`config.mk`:
```
export PLATFORM = sky130hd
export DESIGN_NAME = mem1_stage
export DESIGN_NICKNAME = d
export VERILOG_FILES = /design/src/rtl/mem1_stage.sv
export SDC_FILE = /design/constraint.sdc
export NUM_CORES = 1
export LEC_CHECK = 0
export ABC_CLOCK_PERIOD_IN_PS = 8460
export CAP_MARGIN = 20
export CORE_MARGIN = 10
export CORE_UTILIZATION = 49
export CTS_CLUSTER_DIAMETER = 80
export DETAILED_ROUTE_END_ITERATION = 6
export PLACE_DENSITY = 0.9
export SLEW_MARGIN = 5
export SYNTH_ARGS = -nofsm -noshare
export SYNTH_HDL_FRONTEND = slang
export SYNTH_SLANG_ARGS = --single-unit
```
`constraint.sdc`:
```
create_clock -name clk -period 8.46 [get_ports clk]
set_input_delay 1.692 -clock clk [delete_from_list [all_inputs] [get_ports clk]]
set_output_delay 1.692 -clock clk [all_outputs]
set_load 0.01 [all_outputs]
```
`src/rtl/mem1_stage.sv`:
```
// mem1_stage: first memory pipeline stage; waits for, holds and aligns load data.
// Define MISALIGN_CHK_EN to enable misaligned-load detection.
module mem1_stage #(
  parameter int LSU_WD = 8
) (
  input  logic                clk,
  input  logic                rst,
  input  logic [5:0]          stall,
  output logic                stallreq_mem,
  input  logic [LSU_WD+108:0] ex2mem1_bus,
  input  logic [31:0]         data_sram_rdata,
  input  logic                data_sram_rvalid,
  output logic [101:0]        mem12wb_bus,
  output logic [37:0]         mem12rf_bus,
  output logic                load_misalign
);

  typedef enum logic [1:0] {IDLE, WAIT, HELD} state_t;

  state_t              state;
  logic [LSU_WD+108:0] bus_r;
  logic [31:0]         hold_r;

  logic [LSU_WD-1:0] lsu_op;
  logic [3:0]        data_ram_sel;
  logic [2:0]        sel_rf_res;
  logic              rf_we;
  logic [4:0]        rf_waddr;
  logic [31:0]       ex_result;
  logic [31:0]       pc;
  logic [31:0]       inst;

  assign {lsu_op, data_ram_sel, sel_rf_res, rf_we, rf_waddr, ex_result, pc, inst} = bus_r;

  logic is_lb, is_lbu, is_lh, is_lhu, is_lw;
  logic load_in_stage, advance, live, capture;

  assign is_lb  = lsu_op[0];
  assign is_lbu = lsu_op[1];
  assign is_lh  = lsu_op[2];
  assign is_lhu = lsu_op[3];
  assign is_lw  = lsu_op[4];

  assign load_in_stage = |lsu_op[4:0];
  assign advance       = !stall[4] || !stall[5];
  // Once data is held, a later rvalid pulse no longer refers to this load.
  assign live          = data_sram_rvalid && (state != HELD);
  assign capture       = load_in_stage && live && !advance;
  assign stallreq_mem  = load_in_stage && (state != HELD) && !data_sram_rvalid;

  always_ff @(posedge clk or posedge rst) begin
    if (rst) begin
      bus_r <= '0;
    end else if (stall[4] && !stall[5]) begin
      bus_r <= '0;
    end else if (!stall[4]) begin
      bus_r <= ex2mem1_bus;
    end
  end

  always_ff @(posedge clk or posedge rst) begin
    if (rst) begin
      state  <= IDLE;
      hold_r <= '0;
    end else begin
      if (capture) begin
        hold_r <= data_sram_rdata;
      end
      if (advance) begin
        state <= IDLE;
      end else if (load_in_stage) begin
        if (live) begin
          state <= HELD;
        end else if (state == IDLE) begin
          state <= WAIT;
        end
      end
    end
  end

  logic [31:0] mem_word;
  logic [7:0]  byte_val;
  logic [15:0] half_val;
  logic [31:0] load_res;

  always_comb begin
    mem_word = live ? data_sram_rdata : hold_r;
    case (data_ram_sel)
      4'b0001: byte_val = mem_word[7:0];
      4'b0010: byte_val = mem_word[15:8];
      4'b0100: byte_val = mem_word[23:16];
      4'b1000: byte_val = mem_word[31:24];
      default: byte_val = 8'h00;
    endcase
    half_val = (data_ram_sel == 4'b1100) ? mem_word[31:16] : mem_word[15:0];
    load_res = 32'h0;
    if (is_lb) begin
      load_res = {{24{byte_val[7]}}, byte_val};
    end else if (is_lbu) begin
      load_res = {24'h0, byte_val};
    end else if (is_lh) begin
      load_res = {{16{half_val[15]}}, half_val};
    end else if (is_lhu) begin
      load_res = {16'h0, half_val};
    end else if (is_lw) begin
      load_res = mem_word;
    end
  end

`ifdef MISALIGN_CHK_EN
  logic sel_onehot;
  logic sel_half;

  always_comb begin
    case (data_ram_sel)
      4'b0001, 4'b0010, 4'b0100, 4'b1000: sel_onehot = 1'b1;
      default:                            sel_onehot = 1'b0;
    endcase
    sel_half = (data_ram_sel == 4'b0011) || (data_ram_sel == 4'b1100);
  end

  assign load_misalign = load_in_stage &&
                         (((is_lb || is_lbu) && !sel_onehot) ||
                          ((is_lh || is_lhu) && !sel_half) ||
                          (is_lw && (data_ram_sel != 4'b1111)));
`else
  assign load_misalign = 1'b0;
`endif

  logic        rf_we_out;
  logic [31:0] rf_wdata;

  assign rf_we_out   = rf_we && !stallreq_mem && !load_misalign;
  assign rf_wdata    = sel_rf_res[1] ? load_res : ex_result;
  assign mem12rf_bus = {rf_we_out, rf_waddr, rf_wdata};
  assign mem12wb_bus = {rf_we_out, rf_waddr, rf_wdata, pc, inst};

  // Store-op bits, earlier-stage stall bits and unused result selects are don't-cares here.
  logic unused_bits;
  assign unused_bits = ^{stall[3:0], lsu_op, sel_rf_res[2], sel_rf_res[0]};

endmodule

```
Word level (Yosys, flattened, before mapping)
Cells that the tools add are included.
{ "op_classes": {"addsub": 0, "n_mul": 0, "n_div": 0, "magnitude_cmp": 0, "eq_ne": 7, "n_shift": 0, "muxes": 15, "n_bitwise": 0, "reduce_logical": 18} }
{ "op_table": {"columns": ["cell", "count"], "rows": [
  ["114-bit 2-to-1 mux", 2],
  ["32-bit 2-to-1 mux", 7],
  ["8-bit case mux with 4 select lines", 1],
  ["16-bit 2-to-1 mux", 1],
  ["4-bit == test, second input constant", 2],
  ["2-bit 2-to-1 mux", 4],
  ["1-bit logical AND", 7],
  ["1-bit zero test", 5],
  ["5-bit OR reduction", 1],
  ["4-bit by 1-bit == test with 1-bit output, second input constant", 1],
  ["4-bit by 2-bit == test with 1-bit output, second input constant", 1],
  ["4-bit by 3-bit == test with 1-bit output, second input constant", 1],
  ["3-bit nonzero test", 1],
  ["2-bit zero test", 1],
  ["2-bit by 1-bit != test with 1-bit output, second input constant", 1],
  ["2-bit != test, second input constant", 1],
  ["2-bit AND reduction", 1],
  ["2-bit nonzero test", 1],
  ["1-bit logical OR", 1]
]} }
{ "totals": {"register_bits": 148, "latch_bits": 0, "ramBits": 0, "romBits": 0, "inputBits": 158, "out_inout_bits": 142, "wordCells": 43, "n_memories": 0} }

Logic depth before layout (Yosys ltp)
{ "logic_depth": {"depth_word": 9, "depth_mapped": 9, "depth_no_buf": 5} }

Least setup slack after synthesis
No wires, ideal clock.
{ "synth_path": {"path_kind": "input to output", "from": "in data_sram_rvalid", "to": "out mem12wb_bus[94]", "arrival_time_ps": 3204, "required_time_ps": 6768, "slack_ps": 3564, "cell_stages": 7, "n_path_buf": 3, "cell_sequence": "clkbuf_1 -> a21boi_0 -> a221oi_2 -> buf_6 -> o21ai_1 -> a31oi_1 -> buf_4"} }
{ "synth_between": {"elab_chain_len": 8, "word_cells_on_any_way": 10, "classes_between": "mux: 9; reduce/logical: 1"} }
{ "synth_rtl": {"columns": ["element", "line_no", "source"], "rows": [
  ["from (decl)", "12", "input logic data_sram_rvalid,"],
  ["1-bit logical AND (*)", "47", "assign live = data_sram_rvalid && (state != HELD);"],
  ["32-bit 2-to-1 mux (*)", "87", "mem_word = live ? data_sram_rdata : hold_r;"],
  ["32-bit 2-to-1 mux", "105", "end else if (is_lw) begin"],
  ["32-bit 2-to-1 mux", "103", "end else if (is_lhu) begin"],
  ["32-bit 2-to-1 mux", "101", "end else if (is_lh) begin"],
  ["32-bit 2-to-1 mux", "99", "end else if (is_lbu) begin"],
  ["32-bit 2-to-1 mux (*)", "97", "if (is_lb) begin"],
  ["32-bit 2-to-1 mux (*)", "134", "assign rf_wdata = sel_rf_res[1] ? load_res : ex_result;"],
  ["to (decl)", "13", "output logic [101:0] mem12wb_bus,"]
]} }
Mark *: on every way between the ends. The rest lies on a longest branch, timed or not.

Final worst setup path
{ "layout_path": {"from": "in data_sram_rvalid", "to": "out mem12rf_bus[29]"} }
{ "layout_between": {"elab_chain_len": 8, "word_cells_on_any_way": 10, "classes_between": "mux: 9; reduce/logical: 1"} }
{ "layout_rtl": {"columns": ["element", "line_no", "source"], "rows": [
  ["1-bit logical AND (*)", "47", null],
  ["32-bit 2-to-1 mux (*)", "87", null],
  ["32-bit 2-to-1 mux", "105", null],
  ["32-bit 2-to-1 mux", "103", null],
  ["32-bit 2-to-1 mux", "101", null],
  ["32-bit 2-to-1 mux", "99", null],
  ["32-bit 2-to-1 mux (*)", "97", null],
  ["32-bit 2-to-1 mux (*)", "134", null],
  ["to (decl)", "14", "output logic [37:0] mem12rf_bus,"]
]} }
Marked as above.

==> flow_summary.toml <==
[flow_run]
drv_cap = 0

[die]
start_util = 0.500
dieArea_um2 = 22500
core_um2 = 16600
die_w_um = 150
die_h_um = 150
boundaryPins = 300
rows = 47

[run_status]
status = "complete, no violations"

[sta]
period_share = 0.830
setup_ws_ps = 1440
skew_ps = 7.45
period_minus_slack_ps = 7020
rsz0062_at_grt = "false"
setup_viol = 0
fin_setup_tns_ps = 0
hold_ws_ps = 474
slew_violations = 0
hold_viol_final = 0
max_freq_mhz = 142
worst_slew_pin_slew_ps = 1030
slew_headroom = 0.311

[power_and_ir_drop]
seq_power_share = 0.393
power_density_nw_per_um2 = 189
power.switching_uw = 603
p_int_uw = 1490
pwr-share-comb = 0.241
swShare = 0.288
ir_drop_v = 0.000149
leakagePower_uw = 0.00473
clkPwrFrac = 0.366

[worst_setup_path]
path_cells = "clkdlybuf4s50_1 -> inv_1 -> o21ai_0 -> a21oi_1 -> o41ai_4 -> buf_4 -> a31oi_1 -> clkdlybuf4s50_1"
worstPathRequired_ps = 6770
critPathKind = "in -> out"
worstPathMaxFanout = 33
cp-start-kind = "input pin"
critPathArrivalTime_ps = 5330
critPathMaxStageDelay_ps = 860
cp-end-kind = "output pin"
slowest_stage = "inv_1"
cpMostUsedCell = "clkdlybuf4s50_1"

[grt]
grt_pass1_wl_um = 41800
grt_max_degree = 134
antenna_found_initial = 0
grt.total_usage = 0.237
grt_pass1_vias = 7570
overflow = 0

[cts]
cts_buffers = 17
cts-resized-gates = 0
cts-root-buf = "clkbuf_16"
ctsLongestPathBuffers = 2
tritoncts = "built"
h-tree-depth = 4
insertion_delay_ps = 420
post-cts-setup-buffers = 0
clock_sinks = 146
clkTransAtPathRegs_ps = 60
cts_hold_buf = 0

[cells_and_area]
area_growth_pct = 33.4
fin_nets = 1285
antenna_cells = 0
drive_gt1_frac = 0.0737
postLayoutCellArea_um2 = 11100
final_util = 0.667

[placed_design]
dpl.hpwl_um = 20000
post_dp_cell_area_um2 = 10400
gp_congestion = 0.944
dp_slack_ps = 1560
port_buffers = 289

[yosys]
ys_seq_elements = 146
synthArstFlopShare = 1.00
ys_seq_area_frac = 0.441
yosys.area_share.simple = 0.119
yosysWarnings = 0
synth_top_family_by_area = "compound AO/OA/AOI/OAI gates"
synthMuxAreaShare = 0.0485
synth_cells = 988
synth-main-ff-cell = "dfrtp_1"
synthDistinctLibCells = 37
syn_avg_cell_area_um2 = 8.39
synth-compound-area-share = 0.203
synth_nets = 1146
synthesis.area_um2 = 8290
synth_xor_area_frac = 0.00106
synth-adder-area-share = 0
synth_edf_count = 0

[detailed_routing]
viasPerCell = 5.56
wl_um = 27600
route.detailed.drc = 0
wire_per_inst_um = 20.3
drtPass1Iterations = 5
drtIter0Drc = 702
ant_nets = 0
vias = 7563

[worst_hold_path]
hold_path.class = "reg -> reg"
layout make-up:
cell class / instances / area [um2]
clock buffer: 22 / 474
clock inverter: 10 / 121
fill: 1320 / 5530
inverter: 116 / 440
multi-input combinational: 545 / 3090
sequential: 146 / 3650
tap: 220 / 275
timing repair buffer: 301 / 3000
worst max-delay path, delay by kind of cell:
family | cells | cell delay, ps
buffers and inverters | 4 | 2420
AO/OA/AOI/OAI | 4 | 1180
state kept, by name, summed over array words and instances (netlist names):
signal	flops
bus_r	112
hold_r	32
state	2
worst paths after layout:
path / start / endpoint / slack (ps) / cells past startpoint
min in group asynchronous: rst / bus_r[27]$_DFFE_PP0P_ / 1730 / 2
max in group asynchronous: rst / bus_r[103]$_DFFE_PP0P_ / 5180 / 3
hold reg to reg: bus_r[101]$_DFFE_PP0P_ / bus_r[101]$_DFFE_PP0P_ / 470 / 2
setup / recovery: data_sram_rvalid / mem12rf_bus[29] / 1440 / 8
setup reg to reg: bus_r[111]$_DFFE_PP0P_ / hold_r[5]$_DFFE_PP0P_ / 5600 / 5
hold / removal: bus_r[101]$_DFFE_PP0P_ / bus_r[101]$_DFFE_PP0P_ / 470 / 2
power groups by stage:
stage | Clock (uW) | Combinational (uW) | Sequential, uW
finish | 767 | 505 | 823
global route | 811 | 545 | 833
CTS | 775 | 505 | 822
detailed placement | 0 | 502 | 834
global placement | 0 | 492 | 829
floorplan | 0 | 304 | 817
stage by stage:
step	instances	power, uW
final	1360	2090
after detailed placement	1327	1340
after CTS	1359	2100
after global placement	1327	1320
after floorplan	988	1120
after global routing	1360	2190
cell usage after synthesis (2+ instances only):
library cell | count | share of area
dfrtp_1 | 146 | 0.44
buf_2 | 12 | 0.0072
clkbuf_1 | 53 | 0.024
nand3_1 | 139 | 0.084
nand2_1 | 10 | 0.0045
o21ai_1 | 11 | 0.0066
a21oi_1 | 65 | 0.039
buf_1 | 4 | 0.0018
a31oi_1 | 32 | 0.024
nor2b_1 | 2 | 0.0015
inv_1 | 116 | 0.053
and3_1 | 2 | 0.0015
nand3b_1 | 2 | 0.0018
a21boi_0 | 18 | 0.016
nor2_1 | 40 | 0.018
o21ai_0 | 166 | 0.10
o41ai_1 | 8 | 0.0085
mux2i_1 | 3 | 0.0036
clkbuf_2 | 2 | 0.0012
buf_4 | 109 | 0.099
mux2_2 | 31 | 0.042
mux2_1 | 2 | 0.0027
kinds of logic (layout without fill, tap and decap cells):
family | count (synthesis) | in the layout
muxes | 36 | 36
and+or+nand+nor | 202 | 202
buffers and inverters | 297 | 449
AOI/OAI and AO/OA | 305 | 305
other | 1 | 1
xor gates and xnor gates | 1 | 1
DFF | 146 | 146
layout by cell type, fill, tap and decap left out, types with 2 or more instances in the layout:
cell / netlist / layout
clkbuf_8: 0 / 3
inv_6: 0 / 4
inv_1: 116 / 115
buf_4: 109 / 12
and3_1: 2 / 2
clkbuf_1: 53 / 2
clkbuf_16: 0 / 17
nand3_1: 139 / 139
o41ai_1: 8 / 8
clkinvlp_4: 0 / 4
nand3b_1: 2 / 2
a31oi_1: 32 / 32
mux2i_1: 3 / 3
clkdlybuf4s50_1: 0 / 287
nor2_1: 40 / 40
bufinv_16: 0 / 2
nor2b_1: 2 / 2
nand2_1: 10 / 10
o21ai_1: 11 / 11
mux2_2: 31 / 31
a21boi_0: 18 / 18
mux2_1: 2 / 2
a21oi_1: 65 / 65
dfrtp_1: 146 / 145
o21ai_0: 166 / 166
layer usage:
metal	vias up	routed length, um	track usage
li1	3526	-	-
met1	3519	10300	0.279
met2	447	12900	0.373
met3	71	3260	0.0966
met4	0	1120	0.109
met5	-	0	0
Power figures use the tool's default switching activity.
